==> config.mk <==
export PLATFORM = sky130hd
export DESIGN_NAME = pipelined_cla_adder_flat
export DESIGN_NICKNAME = d
export VERILOG_FILES = /design/src/rtl/cla_pkg.sv /design/src/rtl/pipelined_cla_adder_if.sv /design/src/rtl/cla_group4.sv /design/src/rtl/pipelined_cla_adder.sv /design/src/flat_wrapper.sv
export SDC_FILE = /design/constraint.sdc
export NUM_CORES = 1
export LEC_CHECK = 0
export ABC_AREA = 1
export CAP_MARGIN = 0
export CORE_MARGIN = 5
export CORE_UTILIZATION = 25
export CTS_BUF_LIST = sky130_fd_sc_hd__clkbuf_8
export CTS_CLUSTER_DIAMETER = 200
export DETAILED_ROUTE_END_ITERATION = 7
export GPL_ROUTABILITY_DRIVEN = 0
export GPL_TIMING_DRIVEN = 0
export PLACE_DENSITY = 0.53
export SLEW_MARGIN = 10
export SYNTH_ARGS = -nofsm -noshare
export SYNTH_HDL_FRONTEND = slang
export SYNTH_SLANG_ARGS = --single-unit
==> constraint.sdc <==
create_clock -name clk -period 1.83 [get_ports clk]
set_input_delay 0.366 -clock clk [delete_from_list [all_inputs] [get_ports clk]]
set_output_delay 0.366 -clock clk [all_outputs]
set_load 0.02 [all_outputs]
==> src/rtl/cla_pkg.sv <==
// Shared types and the 4-bit group propagate/generate helper for the pipelined CLA adder.
package cla_pkg;

  localparam int CLA_GRP_W = 4;

  typedef struct packed {
    logic p;
    logic g;
  } cla_pg_t;

  function automatic cla_pg_t cla_grp_pg(input logic [CLA_GRP_W-1:0] p,
                                         input logic [CLA_GRP_W-1:0] g);
    cla_pg_t r;
    r.p = &p;
    r.g = g[3] | (p[3] & g[2]) | (p[3] & p[2] & g[1]) | (p[3] & p[2] & p[1] & g[0]);
    return r;
  endfunction

endpackage

==> src/rtl/pipelined_cla_adder_if.sv <==
// Operand/result streaming bus of the pipelined CLA adder (ovf exists only with CLA_OVF_EN).
interface pipelined_cla_adder_if #(
  parameter int WIDTH = 16
);
  logic             in_valid;
  logic             in_ready;
  logic [WIDTH-1:0] ain;
  logic [WIDTH-1:0] bin;
  logic             cin;
  logic             sub;
  logic             out_valid;
  logic             out_ready;
  logic [WIDTH-1:0] sum;
  logic             cout;
`ifdef CLA_OVF_EN
  logic             ovf;

  modport master (output in_valid, ain, bin, cin, sub, out_ready,
                  input  in_ready, out_valid, sum, cout, ovf);
  modport slave  (input  in_valid, ain, bin, cin, sub, out_ready,
                  output in_ready, out_valid, sum, cout, ovf);
`else
  modport master (output in_valid, ain, bin, cin, sub, out_ready,
                  input  in_ready, out_valid, sum, cout);
  modport slave  (input  in_valid, ain, bin, cin, sub, out_ready,
                  output in_ready, out_valid, sum, cout);
`endif
endinterface

==> src/rtl/cla_group4.sv <==
// Combinational 4-bit carry-lookahead slice: sum plus group propagate/generate.
module cla_group4
  import cla_pkg::*;
(
  input  logic [CLA_GRP_W-1:0] a_i,
  input  logic [CLA_GRP_W-1:0] b_i,
  input  logic                 ci_i,
  output logic [CLA_GRP_W-1:0] sum_o,
  output logic                 p_o,
  output logic                 g_o
);

  logic [CLA_GRP_W-1:0] p_s;
  logic [CLA_GRP_W-1:0] g_s;
  logic [CLA_GRP_W-1:0] c_s;
  cla_pg_t              pg_s;

  assign p_s = a_i ^ b_i;
  assign g_s = a_i & b_i;

  assign c_s[0] = ci_i;
  assign c_s[1] = g_s[0] | (p_s[0] & ci_i);
  assign c_s[2] = g_s[1] | (p_s[1] & g_s[0]) | (p_s[1] & p_s[0] & ci_i);
  assign c_s[3] = g_s[2] | (p_s[2] & g_s[1]) | (p_s[2] & p_s[1] & g_s[0])
                | (p_s[2] & p_s[1] & p_s[0] & ci_i);

  assign sum_o = p_s ^ c_s;
  assign pg_s  = cla_grp_pg(p_s, g_s);
  assign p_o   = pg_s.p;
  assign g_o   = pg_s.g;

endmodule

==> src/rtl/pipelined_cla_adder.sv <==
// WIDTH-bit pipelined carry-lookahead adder/subtractor, GPS 4-bit groups per stage.
// Optional signed-overflow output enabled by defining CLA_OVF_EN.
module pipelined_cla_adder
  import cla_pkg::*;
#(
  parameter int WIDTH = 16,
  parameter int GPS   = 2
) (
  input logic                 clk,
  input logic                 rst_n,
  pipelined_cla_adder_if.slave bus
);

  localparam int SW     = CLA_GRP_W * GPS;
  localparam int NSTAGE = WIDTH / SW;

  if (((WIDTH % SW) != 0) || (WIDTH < SW)) begin : gen_bad_cfg
    $error("pipelined_cla_adder: WIDTH must be a nonzero multiple of 4*GPS");
  end

  logic             en_s;
  logic             c0_s;
  logic [WIDTH-1:0] b_eff_s;

  // One global advance: the whole pipe shifts or the whole pipe holds.
  assign en_s         = ~bus.out_valid | bus.out_ready;
  assign bus.in_ready = en_s;
  assign b_eff_s      = bus.sub ? ~bus.bin : bus.bin;
  assign c0_s         = bus.sub | bus.cin;

  for (genvar k = 0; k < NSTAGE; k++) begin : gen_stg
    localparam int LO = k * SW;
    localparam int HI = LO + SW - 1;

    logic [WIDTH-1:LO] a_up_s;
    logic [WIDTH-1:LO] b_up_s;
    logic [HI:0]       sum_new_s;
    logic [SW-1:0]     s_s;
    logic [GPS-1:0]    gp_s;
    logic [GPS-1:0]    gg_s;
    logic [GPS:0]      c_s;
    logic              ci_s;
    logic              vi_s;
    logic              vld_d, vld_q;
    logic              co_d, co_q;
    logic [HI:0]       sum_d, sum_q;

    if (k == 0) begin : gen_src
      assign a_up_s    = bus.ain;
      assign b_up_s    = b_eff_s;
      assign ci_s      = c0_s;
      assign vi_s      = bus.in_valid;
      assign sum_new_s = s_s;
    end else begin : gen_src
      assign a_up_s    = gen_stg[k-1].gen_skew.a_q;
      assign b_up_s    = gen_stg[k-1].gen_skew.b_q;
      assign ci_s      = gen_stg[k-1].co_q;
      assign vi_s      = gen_stg[k-1].vld_q;
      assign sum_new_s = {s_s, gen_stg[k-1].sum_q};
    end

    for (genvar j = 0; j < GPS; j++) begin : gen_grp
      cla_group4 u_grp (
        .a_i   (a_up_s[LO + j*CLA_GRP_W +: CLA_GRP_W]),
        .b_i   (b_up_s[LO + j*CLA_GRP_W +: CLA_GRP_W]),
        .ci_i  (c_s[j]),
        .sum_o (s_s[j*CLA_GRP_W +: CLA_GRP_W]),
        .p_o   (gp_s[j]),
        .g_o   (gg_s[j])
      );
    end

    // Flat group-level lookahead: each group carry is a sum of products of group P/G and ci.
    always_comb begin : p_lookahead
      logic term_s;
      logic pall_s;
      c_s    = '0;
      term_s = 1'b0;
      pall_s = 1'b1;
      c_s[0] = ci_s;
      for (int j = 0; j < GPS; j++) begin
        term_s = 1'b0;
        pall_s = 1'b1;
        for (int i = j; i >= 0; i--) begin
          term_s = term_s | (pall_s & gg_s[i]);
          pall_s = pall_s & gp_s[i];
        end
        c_s[j+1] = term_s | (pall_s & ci_s);
      end
    end

    // Stage next-state: shift on advance, hold otherwise.
    always_comb begin
      vld_d = vld_q;
      co_d  = co_q;
      sum_d = sum_q;
      if (en_s) begin
        vld_d = vi_s;
        co_d  = c_s[GPS];
        sum_d = sum_new_s;
      end else begin
        vld_d = vld_q;
        co_d  = co_q;
        sum_d = sum_q;
      end
    end

    // Stage valid, carry and de-skewed low sum bits.
    always_ff @(posedge clk or negedge rst_n) begin
      if (!rst_n) begin
        vld_q <= 1'b0;
        co_q  <= 1'b0;
        sum_q <= '0;
      end else begin
        vld_q <= vld_d;
        co_q  <= co_d;
        sum_q <= sum_d;
      end
    end

    if (k < NSTAGE - 1) begin : gen_skew
      logic [WIDTH-1:HI+1] a_d, a_q;
      logic [WIDTH-1:HI+1] b_d, b_q;

      // Upper operand bits wait here until their stage is reached.
      always_comb begin
        a_d = a_q;
        b_d = b_q;
        if (en_s) begin
          a_d = a_up_s[WIDTH-1:HI+1];
          b_d = b_up_s[WIDTH-1:HI+1];
        end else begin
          a_d = a_q;
          b_d = b_q;
        end
      end

      // Skew registers for not-yet-added operand bits.
      always_ff @(posedge clk or negedge rst_n) begin
        if (!rst_n) begin
          a_q <= '0;
          b_q <= '0;
        end else begin
          a_q <= a_d;
          b_q <= b_d;
        end
      end
    end

`ifdef CLA_OVF_EN
    if (k == NSTAGE - 1) begin : gen_ovf
      logic ovf_d, ovf_q;

      // Signed overflow from operand and result sign bits, using the effective B.
      always_comb begin
        ovf_d = ovf_q;
        if (en_s) begin
          ovf_d = (a_up_s[WIDTH-1] == b_up_s[WIDTH-1]) & (s_s[SW-1] != a_up_s[WIDTH-1]);
        end else begin
          ovf_d = ovf_q;
        end
      end

      // Overflow flag travels with the final sum.
      always_ff @(posedge clk or negedge rst_n) begin
        if (!rst_n) begin
          ovf_q <= 1'b0;
        end else begin
          ovf_q <= ovf_d;
        end
      end
    end
`endif
  end

  assign bus.out_valid = gen_stg[NSTAGE-1].vld_q;
  assign bus.sum       = gen_stg[NSTAGE-1].sum_q;
  assign bus.cout      = gen_stg[NSTAGE-1].co_q;
`ifdef CLA_OVF_EN
  assign bus.ovf       = gen_stg[NSTAGE-1].gen_ovf.ovf_q;
`endif

endmodule

==> src/flat_wrapper.sv <==
// flat-port wrapper written by rule: the top's interface ports become plain ports
module pipelined_cla_adder_flat import cla_pkg::*;
#(
  parameter int WIDTH = 16,
  parameter int GPS   = 2
)
  (clk, rst_n, bus_in_valid, bus_ain, bus_bin, bus_cin, bus_sub, bus_out_ready, bus_in_ready, bus_out_valid, bus_sum, bus_cout);
  pipelined_cla_adder_if #(.WIDTH(WIDTH)) bus_i ();
  input logic clk;
  input logic rst_n;
  input wire logic [$bits(bus_i.in_valid)-1:0] bus_in_valid;
  input wire logic [$bits(bus_i.ain)-1:0] bus_ain;
  input wire logic [$bits(bus_i.bin)-1:0] bus_bin;
  input wire logic [$bits(bus_i.cin)-1:0] bus_cin;
  input wire logic [$bits(bus_i.sub)-1:0] bus_sub;
  input wire logic [$bits(bus_i.out_ready)-1:0] bus_out_ready;
  output wire logic [$bits(bus_i.in_ready)-1:0] bus_in_ready;
  output wire logic [$bits(bus_i.out_valid)-1:0] bus_out_valid;
  output wire logic [$bits(bus_i.sum)-1:0] bus_sum;
  output wire logic [$bits(bus_i.cout)-1:0] bus_cout;
  assign bus_i.in_valid = bus_in_valid;
  assign bus_i.ain = bus_ain;
  assign bus_i.bin = bus_bin;
  assign bus_i.cin = bus_cin;
  assign bus_i.sub = bus_sub;
  assign bus_i.out_ready = bus_out_ready;
  assign bus_in_ready = bus_i.in_ready;
  assign bus_out_valid = bus_i.out_valid;
  assign bus_sum = bus_i.sum;
  assign bus_cout = bus_i.cout;
  pipelined_cla_adder #(.WIDTH(WIDTH), .GPS(GPS)) u_core (.clk(clk), .rst_n(rst_n), .bus(bus_i));
endmodule
# Word level (Yosys, flattened, before mapping)
# Cells that the tools add are included.
# totals
reg_bits,44
word_cells,135
# classes
muxes,1
bitwise,122
reduce_logical,4
# op_table
cell,n
$and A1 B1 Y1,64
$or A1 B1 Y1,44
$xor A4 B4 Y4,8
$and A4 B4 Y4,4
$mux W16,1
$not A16 Y16,1
$reduce_and A4 Y1,4
$not A1 Y1,1

# Longest topological paths before layout
# depth
depth_word,11
ltp_mapped,13

# Modules after synthesis
# From an unflattened synthesis, not the netlist that was laid out.
# unflattened
cells_unflattened,331
hier_area_um2,2678.8
# modules_own_cells
mod,n_inst,cells_per_inst,area_per_inst_um2
pipelined_cla_adder,1,202,1870.5
cla_group4 (u_core.gen_stg[0].gen_grp[0].u_grp ...),3,32,201.4
cla_group4 (u_core.gen_stg[1].gen_grp[1].u_grp),1,33,203.9

# Least setup slack after synthesis
# Ideal clock, no wire load.
# synth_timing
path_type,input to register
from,input bus_sub
to,register u_core.gen_stg[0].sum_q[5]
setup_time_ps,83
t_arrival_ps,2199
required_ps,1747
setup_slack_ps,-452
cell_stages,12
path_cell_list,buf_6 buf_4 xor2_1 ha_1 nand2_1 nor2_1 nand2_1 nand3_2 inv_1 fa_1 xor2_1 o21ai_0
# synth_via
elab_chain_cells,10
# synth_rtl
item,line_no,source
start: declaration,flat_wrapper.sv:15,input wire logic [$bits(bus_i.sub)-1:0] bus_sub;
$mux W16,pipelined_cla_adder.sv:28,assign b_eff_s = bus.sub ? ~bus.bin : bus.bin;
$xor A4 B4 Y4 / $and A4 B4 Y4 (equally long branches),"cla_group4.sv:18, cla_group4.sv:19",
$and A1 B1 Y1,cla_pkg.sv:15,r.g = g[3] | (p[3] & g[2]) | (p[3] & p[2] & g[1]) | (p[3] & p[2] & p[1] & g[0]);
$or A1 B1 Y1 / $and A1 B1 Y1 (equally long branches) (2 in a row),cla_pkg.sv:15,
$or A1 B1 Y1,cla_pkg.sv:15,
$or A1 B1 Y1,pipelined_cla_adder.sv:88,c_s[j+1] = term_s | (pall_s & ci_s);
$and A1 B1 Y1,cla_group4.sv:22,assign c_s[1] = g_s[0] | (p_s[0] & ci_i);
$or A1 B1 Y1,cla_group4.sv:22,
$xor A4 B4 Y4 *,cla_group4.sv:27,assign sum_o = p_s ^ c_s;
end signal: assignment,pipelined_cla_adder.sv:117,sum_q <= sum_d;
end: declaration,pipelined_cla_adder.sv:46,"logic [HI:0] sum_d, sum_q;"
# Mark *: on every way between the ends. The rest lies on a longest branch, timed or not.
# A chain may end at the register's enable or synchronous reset.

# Final worst setup path
# layout_timing
from,register u_core.gen_stg[0].gen_skew.a_q[9] (netlist name)
to,register u_core.gen_stg[1].sum_q[12] (netlist: u_core.bus.sum[12])
# layout_via
elab_chain_cells,6
# layout_rtl
item,line_no,source
start: declaration,pipelined_cla_adder.sv:122,"logic [WIDTH-1:HI+1] a_d, a_q;"
start signal: assignment,pipelined_cla_adder.sv:141,a_q <= '0;
start signal: assignment,pipelined_cla_adder.sv:144,a_q <= a_d;
$and A4 B4 Y4 / $xor A4 B4 Y4 (equally long branches),"cla_group4.sv:19, cla_group4.sv:18",
$and A1 B1 Y1,cla_pkg.sv:15,
$or A1 B1 Y1 / $and A1 B1 Y1 (equally long branches),cla_pkg.sv:15,
$or A1 B1 Y1,cla_pkg.sv:15,
$or A1 B1 Y1 *,pipelined_cla_adder.sv:88,
$xor A4 B4 Y4 *,cla_group4.sv:27,
named net u_core.gen_stg[1].gen_grp[1].u_grp.sum_o[0],cla_group4.sv:8,"output logic [CLA_GRP_W-1:0] sum_o,"
end signal: assignment,pipelined_cla_adder.sv:117,
end: declaration,pipelined_cla_adder.sv:46,
# The timed path passes the listed nets; every way through them passes the cells marked *.

==> results.ini <==
[global_route]
grt_pass1_wl_mm = 10.50
largest_net_degree_at_the_start_of_global_routing = 28
grt.total_usage = 0.1152
global_route_total_overflow = 0
vias_in_the_first_global_route = 2169
antenna_found_initial = 0

[floorplanning]
start_util = 0.2527
die_area_um2 = 11770
die-height_um = 108.5
io-pin-count = 57
core_rows = 36
chip_width_um = 108.5
core_area_um2 = 9594

[timing]
fin_crit_sh = 1.020
fin_worst_skew_ps = 8.113
setup_repair_after_global_routing_missed_its_margin = true
worst_slew_pin_slew_ps = 523.2
achievable-frequency_mhz = 535.6
max-slew-margin-rel = 0.6512
timing.final.setup_violations = 2
worst_setup_margin_ps = -36.96
number_of_max_slew_violations_in_the_final_report = 0
report.final.hold_viol_count = 0
min_period_ps = 1867

[routing]
antenna_left = 0
finalWirelength_mm = 6.385
detail_route.vias_per_cell = 4.180
first_iter_violations = 97
route.vias.total = 2086
drt_first_pass_iters = 4
wl_per_cell_um = 12.80
drc_errors = 0

[layout]
final_common_cell = nand2_1
layout.cells.most_common_list = 94 x nand2_1, 45 x clkdlybuf4s50_1, 44 x dfrtp_1
synthToLayoutAreaGrowth_pct = 43.81
multi_input_comb_area_um2 = 1267
seqCellArea_um2 = 1101
antenna_cells_inserted = 0
num-fill-cells = 996
final_net_count = 423
post_route_cells_drive_above_1_share = 0.1694
final_core_util = 0.3635

[setup_path]
required_worst_endpoint_ps = 2070
reg2reg_slack_ps = -40
path_delay_family = adder cells
critical_setup_path_kind = register to register
worstReg2RegStart = u_core.gen_stg[0].gen_skew.a_q[9]$_DFFE_PN0P_
critical_path.most_common_cell = nand2_1
worstSetupStartpoint = u_core.gen_stg[0].gen_skew.a_q[9]$_DFFE_PN0P_
critPathSlowestCell = fa_2
sum_of_buffers_and_inverters_on_the_critical_path = 0
timing.critical_path.to_type = register
critical_path.cell_chain = ha_1, or2_4, nand3b_1, nand2_2, fa_2, nand2_1, nand2_1
worstSetupStartpointType = register
cpPeakStageDelay_ps = 540
cp_data_arrival_time_ps = 2110
critical_path_peak_fanout = 3

[clock_network]
cts_buffers = 5
clock_tree.root_cell = clkbuf_8
clockBufferDepth = 2
cts_tree = built
path_clk_slew_ps = 90
clock_sink_count = 44
cts_max_level = 2
clk_latency_ps = 300
cts_hold_repair.buffers = 0

[place]
numPortBuffers = 55
hpwlAfterDp_mm = 4.647
dp_slack_ps = -667.7

[synth]
ys_dominant_reg_cell = dfrtp_1
synthesis.yosys.warnings = 0
post_synth.cell_area_avg_um2 = 8.568
post_synth_inst_count = 283
asyncSetResetFlopFracSynth = 1.000
synth_seq_area_share = 0.4541
synth_area_um2 = 2425
number_of_flops_mapped_to_enable_cells_by_yosys = 0
syn-num-nets = 341
yosys_register_bits = 44
synthDistinctLibCells = 23

[pwr]
vdd_ir_drop_max_mv = 0.3854
pwr_density_cell_nw_per_um2 = 1060
power.leakage_uw = 0.001668

[status]
failed_checks = negative setup slack
run_status = complete, but fails checks

[worst_hold_path]
hold_class = primary input to async pin

[job]
drv.max_cap_violation_count = 0

==> report_power, final <==
| part | switching [uW] | total [uW] | internal, uW | leakage [uW] |
|---|---|---|---|---|
| clock network | 341 | 745 | 404 | 0.0000541 |
| logic | 800 | 1550 | 752 | 0.00109 |
| registers | 162 | 1400 | 1240 | 0.000527 |
| total | 1300 | 3700 | 2390 | 0.00167 |
==> metal layers <==
| layer | global-route usage | routed length (um) |
|---|---|---|
| met1 | 0.1411 | 2804 |
| met2 | 0.1959 | 3124 |
| met3 | 0.03045 | 350 |
| met4 | 0.03877 | 105 |
| met5 | 0 | 0 |
==> kinds of logic after synthesis <==
logic type	count (synthesis)	share of synthesized area
AOI/OAI and AO/OA	36	0.07792
xor gates and xnor gates	21	0.07585
adders and majority gates	20	0.1156
buffers and inverters	30	0.05469
DFF	44	0.4541
and+or+nand+nor	132	0.2219
==> per-stage QoR <==
| step | area [um^2] | TNS [ps] | total power, uW | std cells | hold slack [ps] |
|---|---|---|---|---|---|
| detailed placement | 3183 | -4081 | 2846 | 472 | 338.9 |
| CTS | 3417 | -27.50 | 3689 | 492 | 6.016 |
| global route | 3487 | -278.2 | 3976 | 499 | 37.29 |
| floorplan | 2451 | -668.4 | 2205 | 283 | 70.41 |
| global placement | 3168 | -41980 | 2811 | 471 | 431.6 |
| finish | 3487 | -54.97 | 3695 | 499 | 5.755 |
==> registers in the layout, summed over array words and instances, names as in the netlist <==
signal,flops
u_core.bus.sum,16
u_core.gen_stg.gen_skew.b_q,8
u_core.gen_stg.co_q,1
u_core.gen_stg.vld_q,1
u_core.bus.cout,1
u_core.bus.out_valid,1
u_core.gen_stg.sum_q,8
u_core.gen_stg.gen_skew.a_q,8
==> repair_timing <==
action | in CTS | in global routing
resized for setup | 25 | 12
pin swaps | 15 | 16
setup buffers | 14 | 7
setup endpoints to repair | 7 | 9
==> final cells by class <==
cell class,instances,area share
Sequential cell,44,0.3158
Timing Repair Buffer,77,0.2002
Clock buffer,5,0.01973
Buffer,9,0.02045
Inverter,19,0.02045
Multi-Input combinational cell,209,0.3635
Tap cell,133,0.04772
Clock inverter,3,0.01220
==> cell usage after synthesis, types with 9 or more instances <==
master	n	area (um^2)
nand2_1	98	367.9
dfrtp_1	44	1101
o21ai_0	22	110.1
inv_1	19	71.32
ha_1	16	200.2
nor2_1	15	56.30
xnor2_1	12	105.1
a21oi_1	10	50.05
nand3_1	10	50.05
xor2_1	9	78.83
==> final timing paths <==
path	endpoint	cells past startpoint
min reg2reg	u_core.bus.out_valid$_DFFE_PN0P_	2
max	u_core.bus.sum[12]$_DFFE_PN0P_	7
max reg2reg	u_core.bus.sum[12]$_DFFE_PN0P_	7
min	u_core.gen_stg[0].gen_skew.a_q[11]$_DFFE_PN0P_	1
max in group asynchronous	u_core.bus.sum[4]$_DFFE_PN0P_	2
min in group clk	u_core.bus.out_valid$_DFFE_PN0P_	2
(Power assumes the default switching activity.)
